==> config.mk <==
export PLATFORM = sky130hd
export DESIGN_NAME = scalar_seq_ctrl
export DESIGN_NICKNAME = d
export VERILOG_FILES = /design/src/rtl/scalar_seq_ctrl.sv
export SDC_FILE = /design/constraint.sdc
export NUM_CORES = 1
export LEC_CHECK = 0
export ABC_AREA = 1
export BUFFER_PORTS_ARGS = -buffer_cell sky130_fd_sc_hd__buf_2
export CAP_MARGIN = 20
export CORE_MARGIN = 2
export CORE_UTILIZATION = 55
export DETAILED_ROUTE_END_ITERATION = 7
export PLACE_DENSITY_LB_ADDON = 0.12
export RECOVER_POWER = 25
export SLEW_MARGIN = 20
export SYNTH_ARGS = -nofsm -noshare
export SYNTH_HDL_FRONTEND = slang
export SYNTH_SLANG_ARGS = --single-unit
==> constraint.sdc <==
create_clock -name clk -period 4.36 [get_ports clk]
set_input_delay 0.436 -clock clk [delete_from_list [all_inputs] [get_ports clk]]
set_output_delay 0.436 -clock clk [all_outputs]
set_load 0.03 [all_outputs]
==> src/rtl/scalar_seq_ctrl.sv <==
// Scalar sequencer: runs a small writable instruction memory and drives an external scalar PE.
// Optional step watchdog is compiled in with SCALAR_SEQ_CTRL_WDOG_EN.
package scalar_seq_ctrl_pkg;
   localparam int dwidth_int = 32;
endpackage

module scalar_seq_ctrl
   import scalar_seq_ctrl_pkg::*;
#(
   parameter int IMEM_DEPTH = 16,
   parameter int MAX_STEPS  = 1024
) (
   input  logic                          clk,
   input  logic                          rst,
   input  logic                          start,
   input  logic                          imem_wr_en,
   input  logic [$clog2(IMEM_DEPTH)-1:0] imem_wr_addr,
   input  logic [2:0]                    imem_wr_op,
   input  logic [1:0]                    imem_wr_rd,
   input  logic [1:0]                    imem_wr_rs1,
   input  logic [1:0]                    imem_wr_rs2,
   input  logic [dwidth_int-1:0]         imem_wr_imm,
   output logic [dwidth_int-1:0]         pe_inp1,
   output logic [dwidth_int-1:0]         pe_inp2,
   output logic [dwidth_int-1:0]         pe_imm,
   output logic [2:0]                    pe_op,
   input  logic [dwidth_int-1:0]         pe_out1,
   input  logic                          pe_flag_eq,
   input  logic [1:0]                    reg_sel,
   output logic [dwidth_int-1:0]         reg_data,
   output logic                          busy,
   output logic                          done,
   output logic                          err
);
   // state | meaning
   // IDLE  | waiting for start; instruction memory writable
   // FETCH | imem[pc] latched into the instruction register
   // EXEC  | PE driven from the instruction register; result applied at exit
   // DONE  | one-cycle done pulse, then back to IDLE
   localparam int PCW = $clog2(IMEM_DEPTH);
   localparam logic [PCW-1:0] PC_ONE = 1;
   localparam logic [2:0] OP_LUI  = 3'b000;
   localparam logic [2:0] OP_ADDI = 3'b001;
   localparam logic [2:0] OP_BEQ  = 3'b010;
   localparam logic [2:0] OP_NOP  = 3'b011;
   localparam logic [2:0] OP_HALT = 3'b111;

   typedef enum logic [1:0] {IDLE, FETCH, EXEC, DONE} state_t;

   typedef struct packed {
      logic [2:0]            op;
      logic [1:0]            rd;
      logic [1:0]            rs1;
      logic [1:0]            rs2;
      logic [dwidth_int-1:0] imm;
   } instr_t;

   state_t                state, state_nxt;
   logic [PCW-1:0]        pc, pc_nxt;
   instr_t                ir;
   instr_t                imem [IMEM_DEPTH];
   logic [dwidth_int-1:0] regs [4];
   logic                  ir_ld;
   logic                  reg_we;
   logic [dwidth_int-1:0] reg_wdata;
   logic                  start_ok;

   assign start_ok = (state == IDLE) && start;
   assign reg_data = regs[reg_sel];

`ifdef SCALAR_SEQ_CTRL_WDOG_EN
   localparam int WDW = $clog2(MAX_STEPS + 1);
   logic [WDW-1:0] wdog_cnt;
   logic           wdog_trip;
   logic           err_q;

   // Down-counter loaded with MAX_STEPS-1; terminal count on a non-halt EXEC aborts.
   assign wdog_trip = (state == EXEC) && (ir.op != OP_HALT) && (wdog_cnt == '0);
   assign err       = err_q;

   always_ff @(posedge clk) begin
      if (rst) begin
         wdog_cnt <= '0;
         err_q    <= 1'b0;
      end else if (start_ok) begin
         wdog_cnt <= WDW'(MAX_STEPS - 1);
         err_q    <= 1'b0;
      end else begin
         if (state == EXEC) wdog_cnt <= wdog_cnt - WDW'(1);
         if (wdog_trip) err_q <= 1'b1;
      end
   end
`else
   assign err = 1'b0;
`endif

   always_comb begin
      state_nxt = state;
      pc_nxt    = pc;
      ir_ld     = 1'b0;
      reg_we    = 1'b0;
      reg_wdata = '0;
      pe_op     = OP_NOP;
      pe_inp1   = '0;
      pe_inp2   = '0;
      pe_imm    = '0;
      busy      = 1'b0;
      done      = 1'b0;
      unique case (state)
         IDLE: begin
            if (start) begin
               state_nxt = FETCH;
               pc_nxt    = '0;
            end
         end
         FETCH: begin
            busy      = 1'b1;
            ir_ld     = 1'b1;
            state_nxt = EXEC;
         end
         EXEC: begin
            busy      = 1'b1;
            pe_op     = ir.op;
            pe_inp1   = regs[ir.rs1];
            pe_inp2   = regs[ir.rs2];
            pe_imm    = ir.imm;
            state_nxt = FETCH;
            pc_nxt    = pc + PC_ONE;
            case (ir.op)
               OP_LUI: begin
                  reg_we    = 1'b1;
                  reg_wdata = ir.imm;
               end
               OP_ADDI: begin
                  reg_we    = 1'b1;
                  reg_wdata = pe_out1;
               end
               OP_BEQ: begin
                  if (pe_flag_eq) pc_nxt = ir.imm[PCW-1:0];
               end
               OP_HALT: begin
                  state_nxt = DONE;
                  pc_nxt    = pc;
               end
               default: ;
            endcase
`ifdef SCALAR_SEQ_CTRL_WDOG_EN
            if (wdog_trip) state_nxt = DONE;
`endif
         end
         DONE: begin
            done      = 1'b1;
            state_nxt = IDLE;
         end
         default: state_nxt = IDLE;
      endcase
   end

   always_ff @(posedge clk) begin
      if (rst) begin
         state <= IDLE;
         pc    <= '0;
         ir    <= '0;
         for (int i = 0; i < 4; i++) regs[i] <= '0;
      end else begin
         state <= state_nxt;
         pc    <= pc_nxt;
         if (ir_ld) ir <= imem[pc];
         if (reg_we) regs[ir.rd] <= reg_wdata;
      end
   end

   // Instruction memory has no reset so programs survive rst.
   always_ff @(posedge clk) begin
      if (imem_wr_en && state == IDLE)
         imem[imem_wr_addr] <= {imem_wr_op, imem_wr_rd, imem_wr_rs1, imem_wr_rs2, imem_wr_imm};
   end

endmodule

==> impl_results.md <==
- Chip width: around 260 um
- Yosys warns: 0
- Initial DRT Pass Iterations: 6
- Post-synth EDFFs: a little under 800
- Post-CTS Setup Bufs: 0
- DP Wirelength: 62030 um
- Post-layout util: 61.89%
- Final setup margin: 0.7925 ns
- CTS max path bufs: 3
- Antenna violation net count after detailed routing: 0
- Count of final setup violators: 0
- RePlAce Congestion: 0.8813
- Largest net degree at the start of global routing: 177
- Share of cells above drive strength 1: about a tenth
- Leak pwr: 15.65 nW
- Synth top area cells: edfxtp_1 (64%), nand2_1 (11%), nand3_1 (7.3%), a21oi_1 (3.6%), inv_1 (2.9%)
- Status: finished, final reports clean
- Post-Synthesis Cells: roughly 3600
- Post_cts resized: 0
- #FFs+latches synth: 831
- Synth-to-Final Area Change: 10.90%
- Die span in y: ~260 um
- CTS tree: built
- I/O pin count: 218
- Max Clock Freq: 280.3 MHz
- CTS root buffer: clkbuf_16
- Synth Cell Area: 0.03682 mm2
- Port Buffers: 216
- Setup Total Neg Slack: 0 ns
- Clock sink count: 831
- Worst-Margin Slew: 1.075 ns
- Top-area cell type share of the netlist area: about 64%
- Final period utilization: roughly 82%
- CTS H-tree lvls: 3
- Critical Path AT: 3.13 ns
- Syn Area/Cell: 10.36 um2
- Clk_skew: about 0.024 ns
- Most common flop cell mapped by yosys: edfxtp_1
- Starting Density: 55.80%
- Worst reg2reg setup slack: 1.48 ns
- First-pass GRT wire length: around 150000 um
- Slew margin rel.: 28.23%
- Netlist cell types: 32
- FP Rows: 94
- Die ar.: 0.06903 mm2
- Gr ovfl total: 0
- Buf/Inv on CP: 4
- CP Class: flip-flop to output port
- DRC viols: 0
- Skew-Pair Late Insertion Delay: 0.63 ns
- Routed vias/inst: around 5.8
- Max Cap Viol: 0
- Clock slew at reported path FFs: 0.06 ns
- Hold_sp: start
- Core Area: 0.06598 mm2
- CP startpoint kind: flip-flop
- Slew Viols, Final: 0
- RSZ-0062 raised after global routing: no
- Asr flop ratio synth: 0%
- Max IR drop VDD: 360.5 uV
- CP required: 3.92 ns
- Via count: about 27000
- Vias in the first global route: 24460
- Period minus WS final: 3.567 ns
- Pre-CTS setup slack: 1.474 ns
- Fill count: 5375
- CP Cell Sequence: inv_1 > ha_1 > buf_4 > clkinv_2 > a21oi_1 > buf_2
- Initial antenna violation count: 10
- Sequential fraction of the synthesis area: 66.49%
- Nets: 3758
- Critical R2R Launch: state[0]
- Cell taking the most area after synthesis: edfxtp_1
- Max Fanout on Critical Path: 64
- Crit end category: output port
- Post-Syn Nets: 3644
- Max incr delay on CP: between 0.7 and 0.8 ns
- PwrDens: 461.0 mW/mm2
- DR WL/cell: 21.10 um
- TritonCTS buffer count: 83
- GR Util All Layers: 27.58%
- Crit path launch: state[0]
- Initial DRC Count: 3308
- Final wirelength: between 90000 and 100000 um
- Cts hold-fix bufs: 0
- Fin. Hold Viols: 0
- Hold Path Class: input port to flip-flop
- Worst path slowest cell: clkinv_2
- Critical path's top delay family: buffers and inverters
flip-flops by register name, indices dropped and copies added, names as in the netlist:
name	flops
imem	656
state	2
pc	4
regs	128
ir	41
per-stage QoR:
step / area [um2] / cells / hold slack, ns / total power [mW]
3_5_place_dp: 38340 / 4448 / 0.5488 / 12.22
3_3_place_gp: 38110 / 4438 / 0.5354 / 12.15
4_1_cts: 40870 / 4595 / 0.1530 / 18.89
2_1_floorplan: 36820 / 3555 / 0.5044 / 11.41
6_report: 40840 / 4596 / 0.1909 / 18.83
5_1_grt: 40830 / 4595 / 0.1913 / 19.53
path summary, 6_finish.rpt:
path                               endpoint  depth (start not counted)
worst max register to register  imem[12][7]                          7
worst min-delay path               state[1]                          4
worst max-delay path            pe_inp2[10]                          6
worst min register to register       ir[22]                          4
worst min-delay path: cells and delay by family:
family                 cells  cell delay (ns)
AO/OA/AOI/OAI              1             0.10
AND/OR/NAND/NOR            1             0.06
buffers and inverters      2             0.16
kinds of logic (layout without fill, tap and decap cells):
group,after synthesis,after routing,share of synthesized area (%)
xor gates and xnor gates,2,2,0.04758
other,1,2,0.01018
and+or+nand+nor,1716,1716,19.47
adders and majority gates,5,5,0.1699
DFF,831,831,66.49
buffers and inverters,534,710,6.888
AOI/OAI and AO/OA,466,466,6.915
final cells by class:
| cell class | instances | area [um2] | share of cell area (%) |
|---|---|---|---|
| Inverter | 293 | 1111 | 2.721 |
| Antenna cell | 1 | 2.502 | 0.006128 |
| Tap cell | 864 | 1081 | 2.647 |
| Clock inverter | 31 | 229.0 | 0.5607 |
| Clock buffer | 116 | 2306 | 5.647 |
| Timing Repair Buffer | 270 | 1652 | 4.044 |
| Sequential cell | 831 | 24510 | 60.01 |
| Multi-Input combinational cell | 2190 | 9948 | 24.36 |
placed cells by master, fill, tap and decap left out, types with 2 or more instances in the layout:
cell / n
buf_12: 10
nor2_4: 18
a21oi_1: 266
clkbuf_1: 59
o21ai_0: 97
buf_16: 4
dfxtp_2: 3
clkbuf_16: 87
nand3_1: 540
buf_4: 40
dfxtp_4: 5
clkinv_8: 2
nand2_1: 1044
clkinv_2: 13
nor2_1: 108
ha_1: 4
inv_1: 285
dfxtp_1: 39
inv_2: 4
buf_2: 184
nand2_4: 2
clkbuf_8: 2
o211ai_1: 66
o22ai_1: 32
edfxtp_1: 784
xor2_1: 2
bufinv_16: 2
clkinv_1: 14
layer usage:
layer  part of all wire [%]  global-route usage, %  up-vias  wire [um]
li1                       -                      -    12380          -
met1                     42                  40.81    12670      41010
met2                     46                  42.79     1331      44450
met3                     10                  5.041      127       9911
met4                    1.7                  6.073        0       1609
met5                      0                      0        -          0
Yosys cell counts, types with 2 or more instances:
library cell	n
buf_6	45
buf_2	91
ha_1	5
nand2_4	2
a21oi_1	266
nand3_1	540
nor2_4	2
xor2_1	2
dfxtp_1	47
buf_1	25
o22ai_1	32
o21ai_0	98
inv_1	286
buf_4	14
buf_8	2
clkbuf_1	64
inv_2	5
edfxtp_1	784
o211ai_1	66
nand2_1	1044
nor2_1	124
where the power goes:
| group | switching (mW) | internal, mW |
|---|---|---|
| clock | 2.92 | 3.81 |
| combinational | 2.10 | 0.763 |
| sequential | 0.220 | 9.01 |
Power figures use the tool's default switching activity.
